**config.mk**
```make
export PLATFORM = sky130hd
export DESIGN_NAME = fp_addsub_issue
export DESIGN_NICKNAME = d
export VERILOG_FILES = /design/src/rtl/fp_addsub_issue.sv
export SDC_FILE = /design/constraint.sdc
export NUM_CORES = 1
export LEC_CHECK = 0
export ABC_AREA = 1
export CAP_MARGIN = 10
export CORE_MARGIN = 2
export CORE_UTILIZATION = 43
export CTS_CLUSTER_SIZE = 16
export DETAILED_ROUTE_END_ITERATION = 16
export MAX_ROUTING_LAYER = met4
export PLACE_DENSITY_LB_ADDON = 0.2
export SYNTH_ARGS = -nofsm -noshare
export SYNTH_HDL_FRONTEND = slang
export SYNTH_SLANG_ARGS = --single-unit
```
**constraint.sdc**
```tcl
create_clock -name clk -period 4.8 [get_ports clk]
set_input_delay 0.48 -clock clk [delete_from_list [all_inputs] [get_ports clk]]
set_output_delay 0.48 -clock clk [all_outputs]
set_load 0.1 [all_outputs]
```
**src/rtl/fp_addsub_issue.sv**
```systemverilog
// Issue/capture stage around the combinational add_sub_top adder: launches operands, waits a settle window, registers the result.
// Optional sticky error flags are enabled with `define FP_ADDSUB_STICKY_FLAGS_EN.
module fp_addsub_issue #(
    parameter int SETTLE_CYCLES = 2,
    parameter int CNT_W         = 16
) (
    input  logic             clk,
    input  logic             rst,
    input  logic             in_valid,
    output logic             in_ready,
    input  logic [31:0]      in_op1,
    input  logic [31:0]      in_op2,
    input  logic             in_opcode,
    output logic             sign1,
    output logic             sign2,
    output logic [7:0]       exp1,
    output logic [7:0]       exp2,
    output logic [22:0]      sig1,
    output logic [22:0]      sig2,
    output logic             opcode,
    input  logic [31:0]      fp_out,
    input  logic [2:0]       err_o,
    output logic             res_valid,
    input  logic             res_ready,
    output logic [31:0]      res_data,
    output logic [2:0]       res_err,
    output logic             busy,
    output logic [CNT_W-1:0] op_count,
    output logic [CNT_W-1:0] err_count,
    input  logic             flags_clr,
    output logic [2:0]       flags
);

    localparam logic [1:0] IDLE   = 2'd0;
    localparam logic [1:0] SETTLE = 2'd1;
    localparam logic [1:0] HOLD   = 2'd2;

    localparam int CW = (SETTLE_CYCLES > 1) ? $clog2(SETTLE_CYCLES) : 1;
    localparam logic [CW-1:0] CNT_LOAD = CW'(SETTLE_CYCLES - 1);

    logic [1:0]    state;
    logic [CW-1:0] cnt;
    logic          accept;
    logic          handshake;

    // HOLD forwards res_ready so a pop and the next push can share a cycle.
    assign in_ready  = (state == IDLE) || ((state == HOLD) && res_ready);
    assign accept    = in_valid && in_ready;
    assign res_valid = (state == HOLD);
    assign handshake = res_valid && res_ready;
    assign busy      = (state != IDLE);

    always_ff @(posedge clk or posedge rst) begin
        if (rst) begin
            state    <= IDLE;
            cnt      <= '0;
            sign1    <= 1'b0;
            sign2    <= 1'b0;
            exp1     <= 8'd0;
            exp2     <= 8'd0;
            sig1     <= 23'd0;
            sig2     <= 23'd0;
            opcode   <= 1'b0;
            res_data <= 32'd0;
            res_err  <= 3'd0;
        end else begin
            if (accept) begin
                sign1  <= in_op1[31];
                exp1   <= in_op1[30:23];
                sig1   <= in_op1[22:0];
                sign2  <= in_op2[31];
                exp2   <= in_op2[30:23];
                sig2   <= in_op2[22:0];
                opcode <= in_opcode;
                cnt    <= CNT_LOAD;
            end
            case (state)
                IDLE: begin
                    if (in_valid) state <= SETTLE;
                end
                SETTLE: begin
                    if (cnt == '0) begin
                        res_data <= fp_out;
                        res_err  <= err_o;
                        state    <= HOLD;
                    end else begin
                        cnt <= cnt - 1'b1;
                    end
                end
                HOLD: begin
                    if (res_ready) state <= in_valid ? SETTLE : IDLE;
                end
                default: state <= IDLE;
            endcase
        end
    end

    // Both counters stop at all-ones rather than wrapping.
    always_ff @(posedge clk or posedge rst) begin
        if (rst) begin
            op_count  <= '0;
            err_count <= '0;
        end else if (handshake) begin
            if (op_count != '1) op_count <= op_count + 1'b1;
            if ((res_err != 3'd0) && (err_count != '1)) err_count <= err_count + 1'b1;
        end
    end

`ifdef FP_ADDSUB_STICKY_FLAGS_EN
    always_ff @(posedge clk or posedge rst) begin
        if (rst) begin
            flags <= 3'd0;
        end else if (flags_clr) begin
            flags <= handshake ? res_err : 3'd0;
        end else if (handshake) begin
            flags <= flags | res_err;
        end
    end
`else
    logic unused_flags_clr;
    assign unused_flags_clr = flags_clr;
    assign flags = 3'd0;
`endif

endmodule

```
# After elaboration in Yosys (flattened, before gate mapping)
# Index checks and enable logic that the tools add are counted.
[word_totals]
ff_bits = 135
output_inout_bits = 138
wordCells = 43
[op_classes]
n_addsub = 3
eq_ne = 7
mux = 8
bitwise = 1
reduce_logical = 11
[op_table]
columns = ["op", "n"]
rows = [
  ["adder 16 x 1 -> 16 bit (second input constant)", 2],
  ["inequality test 16 bit (second input constant)", 2],
  ["two-way mux 2 bit", 3],
  ["one-hot mux 2 bit (3 select lines)", 1],
  ["AND reduction 2 bit", 3],
  ["two-way mux 1 bit", 4],
  ["inequality test 2 bit (second input constant)", 2],
  ["logical AND 1 bit", 3],
  ["AND reduction 3 bit", 1],
  ["nonzero test 3 bit", 1],
  ["equality test 2 x 1 -> 1 bit (second input constant)", 1],
  ["equality test 2 bit (second input constant)", 1],
  ["zero test 2 bit", 1],
  ["inequality test 2 x 1 -> 1 bit (second input constant)", 1],
  ["nonzero test 2 bit", 1],
  ["logical OR 1 bit", 1],
  ["inverter 1 bit", 1],
  ["subtractor 1 bit (second input constant)", 1],
]

# Depth between registers and ports, before layout
# Gate-level depths: netlist (run 1).
[depth]
depth_word = 7
mapped_depth = 10
mapped_depth_nobuf = 9

# Least setup slack after synthesis (run 1)
# OpenSTA, ideal clock, no wires.
[synth_path]
path_type = "register to register"
startpoint = "register state[1]"
endpoint = "register exp1[7]"
setup_ps = 120
t_arrival_ps = 2715
required_time_ps = 4680
setup_slack_ps = 1965
path_stages_with_launch = 10
period_less_slack_ps = 2835
cell_sequence = "dfrtp_1 > inv_1 > nand2_1 > nand2_1 > nand2_1 > inv_2 > buf_4 > buf_2 > nand2_1 > nand2_1"
[synth_between]
elab_chain_cells = 4
word_cells_on_any_way = 5
[synth_rtl]
columns = ["element", "line_no", "rtl"]
rows = [
  ["start: declaration", "41", "logic [1:0] state;"],
  ["start signal: assignment", "91", "if (res_ready) state <= in_valid ? SETTLE : IDLE;"],
  ["equality test 2 bit", "47", "assign in_ready = (state == IDLE) || ((state == HOLD) && res_ready);"],
  ["logical AND 1 bit", "47", ""],
  ["logical OR 1 bit *", "47", ""],
  ["net in_ready", "10", "output logic in_ready,"],
  ["logical AND 1 bit *", "48", "assign accept = in_valid && in_ready;"],
  ["end signal: assignment", "69", "exp1 <= in_op1[30:23];"],
  ["end: declaration", "16", "output logic [7:0] exp1,"],
]
# Mark *: on every way through the listed nets, which the timed path passes. The rest lies on a longest branch.
# A chain may end at the register's enable or synchronous reset.

# Worst setup path after layout (run 1)
[layout_path]
startpoint = "input port res_ready"
endpoint = "output port in_ready"
[layout_between]
elab_chain_cells = 2
[layout_rtl]
columns = ["element", "line_no", "rtl"]
rows = [
  ["start: declaration", "24", "input logic res_ready,"],
  ["logical AND 1 bit", "47", ""],
  ["logical OR 1 bit", "47", ""],
  ["end: declaration", "10", ""],
]
# No other way between the ends.

==> results.md, run 1 <==
- Fin area: 8960 um^2
- CP startpoint kind: input port
- PortBufs: 238
- Routed via count: 5328
- Delay-heaviest family, CP: buffers and inverters
- CP max-delay cell: clkdlybuf4s50_1
- Pre-Repair DR Iteration Count: 4
- Syn Inst Count: 668
- CTS Hold Buffers Added: 0
- Vias in the first global route: 5551
- Core box area: 13300 um^2
- GPL Wtd Cong: 0.908
- Simple-gate share of the synthesized area: 29.1%
- Row count: 42
- Wire length of the first global-routing pass: 26.7 mm
- Synthesized area per cell: 8.82 um^2
- CP Capture Type: primary output
- Antenna diode count: 0
- Crit-path max cell delay: 1.17 ns
- Req. time, crit path: 4.32 ns
- Post-CTS Setup Inserts: 0
- H-tree depth: 4
- Io pins: 243
- Worst endpoint data arrival time: 2.76 ns
- RR Startpoint: state[0]$_DFFE_PP0P_
- Reg clk slew, reported paths: 0.05 ns
- Total CTS buffers: 17
- Syn Std Cell Area: 5890 um^2
- Filler-free cell count of the finished design: 1094
- Post-synthesis xor/xnor area fraction: 1.49%
- Routed len/inst: 15.0 um
- Hold Crit Depth: 2
- Post-synthesis async set-or-reset flop share: 100%
- Sink Count: 135
- Count of maximum capacitance violations: 0
- Fin. max-slew vios: 0
- Post-synth EDFFs: 0
- Cell Chain, Critical Path: clkdlybuf4s50_1 > nand3_1 > nand2_1 > clkdlybuf4s50_1
- Unique masters post-synth: 27
- Final ANT Viol Nets: 0
- Critical path origin: res_ready
- Post-synth top area share: 57.4%
- Final Hold Fails: 0
- Dominant cells by area after synthesis: dfrtp_1 57%, nand2_1 21%, mux2_2 6.7%, nand3_1 2.9%, nor2_1 2.4%
- CP Depth: 4
- Min Tclk post-route: 3.24 ns
- R2r worst-path depth: 7
- Drt initial violations: 366
- Post-synth top cells: 331 x nand2_1, 135 x dfrtp_1, 37 x nor2_1
- Finish-stage setup viols: 0
- CP Max Fanout: 11
- CP Buf/Inv Count: 2
- Synth Flop Type: dfrtp_1
- Total Routing Usage GR: 24.0%
- Complex-gate fraction of the synthesized area: 0.489%
- RR Endpoint: sig2[7]$_DFFE_PP0P_
- Status: completed
- Setup crit end: in_ready
- Hold Crit Class: flop to flop
- Wirelength, routed: 16.4 mm
- # resized after CTS: 0
- Die Height: 121 um
- Actual transition at the worst max-transition pin: 1.05 ns
- Skew-Pair Late Insertion Delay: 0.42 ns
- Synth Area in Adders: 0.425%
- Count leader, synth: nand2_1
- Top cell by count, worst path: clkdlybuf4s50_1
- Post-DP Area: 8380 um^2
- Layout fillers: 1006
- RSZ-0062 raised after global routing: no
- Area leader, netlist: dfrtp_1
- Worst Skew: 0.00770 ns
- Critical path class: input port to primary output
- Register area share after synthesis: 57.4%
- Clock tree from TritonCTS: done
- Area Overhead vs Synth: 52.2%
- Fmax: 309 MHz
- Antenna violations before repair: 0
- Die Footprint: 14600 um^2
- Placed insts: 1062
- Largest family of logic cells by synthesized area: simple AND/OR/NAND/NOR gates
- Total negative slack: 0 ns
- # DRC: 0
- Util after Layout: 67.4%
- GRT overflow: 0
- Via/cell ratio: 4.87
- Seq cells post-synth: 135
- Proportion of layout cells with a drive suffix above 1: 8.82%
- Initial Utilization: 44.3%
- Nets: 1013
- Clock tree buffer depth: 2
- Period utilization: 67.5%
- Mux contribution to synthesized area: 6.69%
- Largest net degree at the start of global routing: 77
- Root buf cell: clkbuf_16
- R2R Setup Slk: 2.52 ns
- Horiz. Die Dim: 121 um
- Slew margin rel.: 29.5%
- Synthesis Warnings: 0
- Post-DP HPWL: 11.6 mm
## logic make-up after synthesis
family / after synthesis
and+or+nand+nor: 425
DFF: 135
buffers and inverters: 55
muxes: 35
xor gates and xnor gates: 10
AOI/OAI and AO/OA: 5
adders and majority gates: 2
other: 1
## cell usage in the layout (no fill, tap or decap), types with 3 or more instances in the layout
master           synthesis  layout
clkinv_2                 1       4
nand3b_1                 4       4
clkinvlp_4               0       3
clkbuf_1                 1       3
inv_1                   26      25
nand2_1                331     330
nand4_1                  7       7
o21ai_0                  3       3
xor2_1                   6       6
nor2_1                  37      37
conb_1                   1       3
dfrtp_1                135     135
inv_2                    3       3
xnor2_1                  4       4
clkbuf_8                 0       3
clkdlybuf4s50_1          0     238
nand3_1                 34      34
mux2_2                  35      35
clkbuf_16                0      17
buf_4                    6       4
nor3_1                   5       5
## metal layers
metal,GRT usage (%),part of all wire [%]
met1,27.5,40
met2,39.9,51
met4,8.43,2.0
met3,7.57,7.3
met5,-,0
## registers in the layout, summed over array words and instances, names as in the netlist
register and cells:
sig2 23, exp2 8, opcode 1, sign1 1, state 2, sig1 23, res_data 32, cnt 1
err_count 16, sign2 1, exp1 8, op_count 16, res_err 3
## area by class of cell
class	count	area, um^2	share of cell area (%)
clock inverters	8	97.6	1.09
multi-input cells	480	2260	25.2
repair buffers	242	2410	26.9
well taps	176	220	2.46
flip-flops and latches	135	3380	37.7
clock buffers	23	478	5.33
inverters	30	116	1.30
## metrics by stage
step	hold slack [ns]	setup slack, ns
4_1_cts	0.484	1.54
3_3_place_gp	0.461	1.51
6_report	0.480	1.56
5_1_grt	0.503	1.48
3_5_place_dp	0.464	1.54
2_1_floorplan	0.520	0.709
## tightest hold or removal path: stages (launching register included)
cell	delay, ns
dfrtp_1	0.34
nand2_1	0.05
nand2_1	0.05
## how the worst min path moves through the flow
| stage | start | end | slack, ns |
|---|---|---|---|
| after floorplan | cnt$_DFF_PP0_ | cnt$_DFF_PP0_ | 0.52 |
| after detailed placement | sig1[17]$_DFFE_PP0P_ | sig1[17]$_DFFE_PP0P_ | 0.46 |
| final | sign2$_DFFE_PP0P_ | sign2$_DFFE_PP0P_ | 0.48 |
| after global routing | sig1[5]$_DFFE_PP0P_ | sig1[5]$_DFFE_PP0P_ | 0.50 |
| after CTS | sig1[5]$_DFFE_PP0P_ | sig1[5]$_DFFE_PP0P_ | 0.48 |
| after global placement | exp2[4]$_DFFE_PP0P_ | exp2[4]$_DFFE_PP0P_ | 0.46 |
Power of run 1 is left out: the tool's default activity adds up to more than one toggle a clock period on the data nets, which glitch-free logic cannot reach.
==> run 2, diff against run 1 <==
==> constraint.sdc (replaced) <==
create_clock -name clk -period 3.2 [get_ports clk]
set_input_delay 0.32 -clock clk [delete_from_list [all_inputs] [get_ports clk]]
set_output_delay 0.32 -clock clk [all_outputs]
set_load 0.1 [all_outputs]
==> results.md, run 2 (same netlist as run 1, synthesis figures left out) <==
- Horiz. Die Dim: 121 um (unchanged)
- Wirelength, routed: 16.1 mm (-1.7%)
- Cell Chain, Critical Path: clkdlybuf4s50_1
- Period utilization: 74.6%
- CTS Hold Buffers Added: 0 (unchanged)
- Io pins: 243 (unchanged)
- Root buf cell: clkbuf_16
- Proportion of layout cells with a drive suffix above 1: 9.90% (+1.1 points)
- GPL Wtd Cong: 0.877 (-3.3%)
- Max reg flops: 32 (unchanged)
- Nets: 1013 (unchanged)
- Routed len/inst: 14.7 um (-1.8%)
- Status: completed
- Final Hold Fails: 0 (unchanged)
- Count of maximum capacitance violations: 0 (unchanged)
- Largest net degree at the start of global routing: 136 (+77%)
- PortBufs: 238 (unchanged)
- Most frequent cells in the layout: 330 x nand2_1, 232 x clkdlybuf4s50_1, 135 x dfrtp_1, 37 x nor2_1, 35 x mux2_2
- Antenna violations before repair: 0 (unchanged)
- Min Tclk post-route: 2.39 ns
- Hold path startpoint: in_op1[15]
- Crit-path max cell delay: 1.19 ns (+0.02 ns)
- Critical path origin: op_count[11]$_DFFE_PP0P_
- Hold Crit Class: input port to flop
- Reg clk slew, reported paths: 0.06 ns (about the same)
- Total Routing Usage GR: 23.3% (-0.70 points)
- Fmax: 419 MHz
- Vias in the first global route: 5311 (-4.3%)
- GRT overflow: 0 (unchanged)
- Post-DP HPWL: 11.3 mm (-2.9%)
- CP Capture Type: primary output
- Finish-stage setup viols: 0 (unchanged)
- Die Height: 121 um (unchanged)
- Total negative slack: 0 ns (unchanged)
- # resized after CTS: 0 (unchanged)
- CP max-delay cell: clkdlybuf4s50_1
- CP startpoint kind: flop
- Routed via count: 5289 (-0.73%)
- H-tree depth: 4 (unchanged)
- Die Footprint: 14600 um^2 (unchanged)
- Actual transition at the worst max-transition pin: 1.03 ns (-0.0248 ns)
- Worst Skew: 0.00802 ns (+0.000319 ns)
- CP Buf/Inv Count: 1 (-1)
- Post-CTS Setup Inserts: 0 (unchanged)
- Clock tree from TritonCTS: done
- Area Overhead vs Synth: 55.4%
- Slew margin rel.: 31.2% (+1.7 points)
- Commonest non-fill, non-tap cell in the layout: nand2_1
- Worst endpoint data arrival time: 2.07 ns (-0.69 ns)
- Fin. max-slew vios: 0 (unchanged)
- Via/cell ratio: 4.83 (-0.82%)
- Initial Utilization: 44.3% (unchanged)
- Skew-Pair Late Insertion Delay: 0.42 ns (about the same)
- Antenna diode count: 0 (unchanged)
- Total CTS buffers: 17 (unchanged)
- Clock tree buffer depth: 2 (unchanged)
- Core box area: 13300 um^2 (unchanged)
- Drt initial violations: 401 (+9.6%)
- Critical path class: flop to primary output
- Req. time, crit path: 2.88 ns (-1.44 ns)
- Row count: 42 (unchanged)
- Final ANT Viol Nets: 0 (unchanged)
- Biggest regs: res_data: 32 flops, sig1: 23 flops, sig2: 23 flops
- RR Startpoint: err_count[0]$_DFFE_PP0P_
- Wire length of the first global-routing pass: 25.8 mm (-3.3%)
- RSZ-0062 raised after global routing: no
- Pre-Repair DR Iteration Count: 5 (+1)
- Largest reg by FF count: res_data
- Sink Count: 135 (unchanged)
- CP Max Fanout: 7 (-4)
- Delay-heaviest family, CP: buffers and inverters
- # DRC: 0 (unchanged)
-- run 2: changes by cell type in the layout (fill, tap and decap cells not counted), sizes merged --
cell,before,now
clkdlybuf4s50,238,232
clkbuf,23,18
buf,4,10
clkinv,4,5
bufinv,2,10
inv,29,28
clkinvlp,3,1
-- run 2: cell type report --
cell class                 instances  area, um^2
fill                            1020        4140
sequential                       135        3380
timing repair buffer             242        2410
multi-input combinational        480        2260
clock buffer                      18         439
clock inverter                    14         324
tap                              176         220
inverter                          30         118
-- run 2: worst register-to-register path: stages (launching register included) --
cell	delay (ns)
dfrtp_1	0.46
ha_1	0.31
inv_2	0.08
nor2_2	0.05
nand2_2	0.08
nor2_1	0.05
nor2_1	0.48
buf_4	0.30
nand2_1	0.08
nand2_1	0.08
nand2_1	0.07
-- run 2: path summary, 6_finish.rpt --
path	to	slack (ns)	cells after the start
max in group asynchronous	sig1[1]$_DFFE_PP0P_	2.23	3
setup / recovery	op_count[11]	0.81	1
min in group asynchronous	err_count[0]$_DFFE_PP0P_	0.46	3
hold / removal	sig1[15]$_DFFE_PP0P_	0.43	3
hold reg to reg	exp1[5]$_DFFE_PP0P_	0.48	2
setup reg to reg	err_count[13]$_DFFE_PP0P_	1.06	10
-- run 2: through the flow --
stage | instances | hold slack (ns) | worst slack, ns | area, um^2 | utilization (%)
after detailed placement | 1063 | 0.464 | 0.788 | 8390 | 63.1
after global placement | 1063 | 0.462 | 0.871 | 8390 | 63.1
final | 1095 | 0.431 | 0.814 | 9150 | 68.8
after CTS | 1095 | 0.415 | 0.797 | 9150 | 68.8
after global routing | 1095 | 0.428 | 0.749 | 9150 | 68.8
after floorplan | 670 | 0.427 | 0.365 | 5900 | -
-- run 2: routing by layer --
| metal | wire length (um) | vias to the layer above | track usage [%] |
|---|---|---|---|
| met5 | 0 | - | - |
| met4 | 381 | 0 | 9.38 |
| met3 | 1340 | 27 | 7.71 |
| met2 | 8030 | 208 | 37.8 |
| met1 | 6350 | 2496 | 26.8 |
| li1 | - | 2558 | - |
Power of run 2 is left out for the same reason.
==> run 3, diff against run 2 <==
--- a/config.mk
+++ b/config.mk
@@ -8,7 +8,7 @@
 export ABC_AREA = 1
 export CAP_MARGIN = 10
 export CORE_MARGIN = 2
-export CORE_UTILIZATION = 43
+export CORE_UTILIZATION = 39
 export CTS_CLUSTER_SIZE = 16
 export DETAILED_ROUTE_END_ITERATION = 16
 export MAX_ROUTING_LAYER = met4
==> constraint.sdc (replaced) <==
create_clock -name clk -period 1.9 [get_ports clk]
set_input_delay 0.19 -clock clk [delete_from_list [all_inputs] [get_ports clk]]
set_output_delay 0.19 -clock clk [all_outputs]
set_load 0.1 [all_outputs]
==> results.md, run 3 (same netlist as run 1, synthesis figures left out) <==
- Core box area: 14600 um^2 (+10%)
- Via/cell ratio: 4.62 (-4.4%)
- Worst Skew: 0.0102 ns (+0.00215 ns)
- Total negative slack: 0 ns (unchanged)
- Status: completed
- Reg clk slew, reported paths: 0.06 ns (about the same)
- Cell Chain, Critical Path: ha_1 > inv_2 > nor2_2 > nand2_2 > nor2_1 > nor2_1 > buf_4 > nand3_1 > nand2_1
- Fmax: 597 MHz
- Post-DP HPWL: 11.4 mm (+1.1%)
- PortBufs: 238 (unchanged)
- Top cell by count, worst path: nor2_1
- Crit-path max cell delay: 0.43 ns (-0.76 ns)
- Worst endpoint data arrival time: 1.96 ns (-0.11 ns)
- CP Buf/Inv Count: 2 (+1)
- Period utilization: 88.2%
- Final Hold Fails: 0 (unchanged)
- R2R Setup Slk: 0.22 ns (-0.84 ns)
- Max reg flops: 32 (unchanged)
- CP Depth: 9 (+8)
- Fin. max-slew vios: 0 (unchanged)
- Skew-Pair Late Insertion Delay: 0.41 ns (about the same)
- Total CTS buffers: 17 (unchanged)
- Min setup slack post-route: 0.225 ns (-0.589 ns)
- Min Tclk post-route: 1.68 ns
- Largest reg by FF count: res_data
- Sink Count: 135 (unchanged)
- Wirelength, routed: 15.4 mm (-4.6%)
- Routed len/inst: 13.8 um (-6.3%)
- Initial Utilization: 40.2% (-4.1 points)
- CP Capture Type: flop
- Critical path class: flop to flop
- CP max-delay cell: dfrtp_2
- Post-CTS Setup Inserts: 0 (unchanged)
- R2r worst-path depth: 9 (-1)
- Antenna violations before repair: 0 (unchanged)
- Commonest non-fill, non-tap cell in the layout: nand2_1
- Finish-stage setup viols: 0 (unchanged)
- Biggest regs: res_data: 32 flops, sig1: 23 flops, sig2: 23 flops
- Area Overhead vs Synth: 51.4%
- Routed via count: 5144 (-2.7%)
- Antenna diode count: 0 (unchanged)
- Die Height: 127 um (+4.8%)
- CTS Hold Buffers Added: 0 (unchanged)
- Count of maximum capacitance violations: 0 (unchanged)
- Clock tree from TritonCTS: done
- Horiz. Die Dim: 127 um (+4.8%)
- Nets: 1025 (+1.2%)
- Most frequent cells in the layout: 328 x nand2_1, 140 x buf_4, 114 x dfrtp_1, 103 x clkdlybuf4s50_1, 37 x nor2_1
- Layout fillers: 1298 (+27%)
- Largest net degree at the start of global routing: 50 (-63%)
- CP startpoint kind: flop
- Row count: 44 (+4.8%)
- Setup WS pre-CTS: 0.131 ns (-0.657 ns)
- Final ANT Viol Nets: 0 (unchanged)
- RSZ-0062 raised after global routing: no
- Io pins: 243 (unchanged)
- RR Endpoint: err_count[13]$_DFFE_PP0P_
- Vias in the first global route: 5025 (-5.4%)
- Total Routing Usage GR: 20.0% (-3.3 points)
- Clock tree buffer depth: 2 (unchanged)
- RR Startpoint: err_count[0]$_DFFE_PP0P_
- # resized after CTS: 0 (unchanged)
- Delay-heaviest family, CP: simple AND/OR/NAND/NOR gates
- Die Footprint: 16100 um^2 (+9.9%)
- # DRC: 0 (unchanged)
- Pre-Repair DR Iteration Count: 4 (-1)
- Critical path origin: err_count[0]$_DFFE_PP0P_
- Setup crit end: err_count[13]$_DFFE_PP0P_
- H-tree depth: 4 (unchanged)
- Root buf cell: clkbuf_16
- CP Max Fanout: 21 (+14)
- Proportion of layout cells with a drive suffix above 1: 27.0% (+17 points)
- Drt initial violations: 314 (-22%)
- GRT overflow: 0 (unchanged)
- Hold Crit Class: input port to asynchronous set/reset pin
- Wire length of the first global-routing pass: 24.8 mm (-4.0%)
- Req. time, crit path: 2.18 ns (-0.70 ns)
- GPL Wtd Cong: 0.812 (-7.5%)
run 3: how the worst min path moves through the flow:
stage,start,to,slack [ns],cells after the start
detailed placement,exp1[3]$_DFFE_PP0P_,exp1[3]$_DFFE_PP0P_,0.47,2
CTS,rst,sig2[11]$_DFFE_PP0P_,0.08,2
finish,rst,sig2[11]$_DFFE_PP0P_,0.08,2
floorplan,res_ready,state[1]$_DFFE_PP0P_,0.30,1
global placement,sig1[0]$_DFFE_PP0P_,sig1[0]$_DFFE_PP0P_,0.46,2
global route,rst,sig2[11]$_DFFE_PP0P_,0.08,2
run 3: cell type report:
cell class | count | area (um^2) | share of cell area [%]
clock buffer | 21 | 450 | 5.05
timing repair buffer | 254 | 2300 | 25.8
inverter | 30 | 118 | 1.32
clock inverter | 10 | 130 | 1.46
tap | 184 | 230 | 2.58
sequential | 135 | 3400 | 38.2
multi-input combinational | 480 | 2280 | 25.6
run 3: layer usage:
metal / vias to the layer above / share of wire, % / global-route usage (%)
li1: 2572 / - / -
met1: 2383 / 43 / 24.5
met2: 170 / 49 / 31.9
met3: 19 / 6.6 / 5.90
met4: 0 / 1.4 / 6.79
met5: - / 0 / -
run 3: per-stage QoR:
step           hold WS [ns]  std cells  area, um^2  utilization, %
2_1_floorplan         0.297        670        5950               -
3_3_place_gp          0.464       1083        8340            56.9
3_5_place_dp          0.466       1083        8340            56.9
4_1_cts              0.0785       1114        8920            60.9
5_1_grt              0.0770       1114        8920            60.9
6_report             0.0846       1114        8920            60.9
Power of run 3 is left out for the same reason.
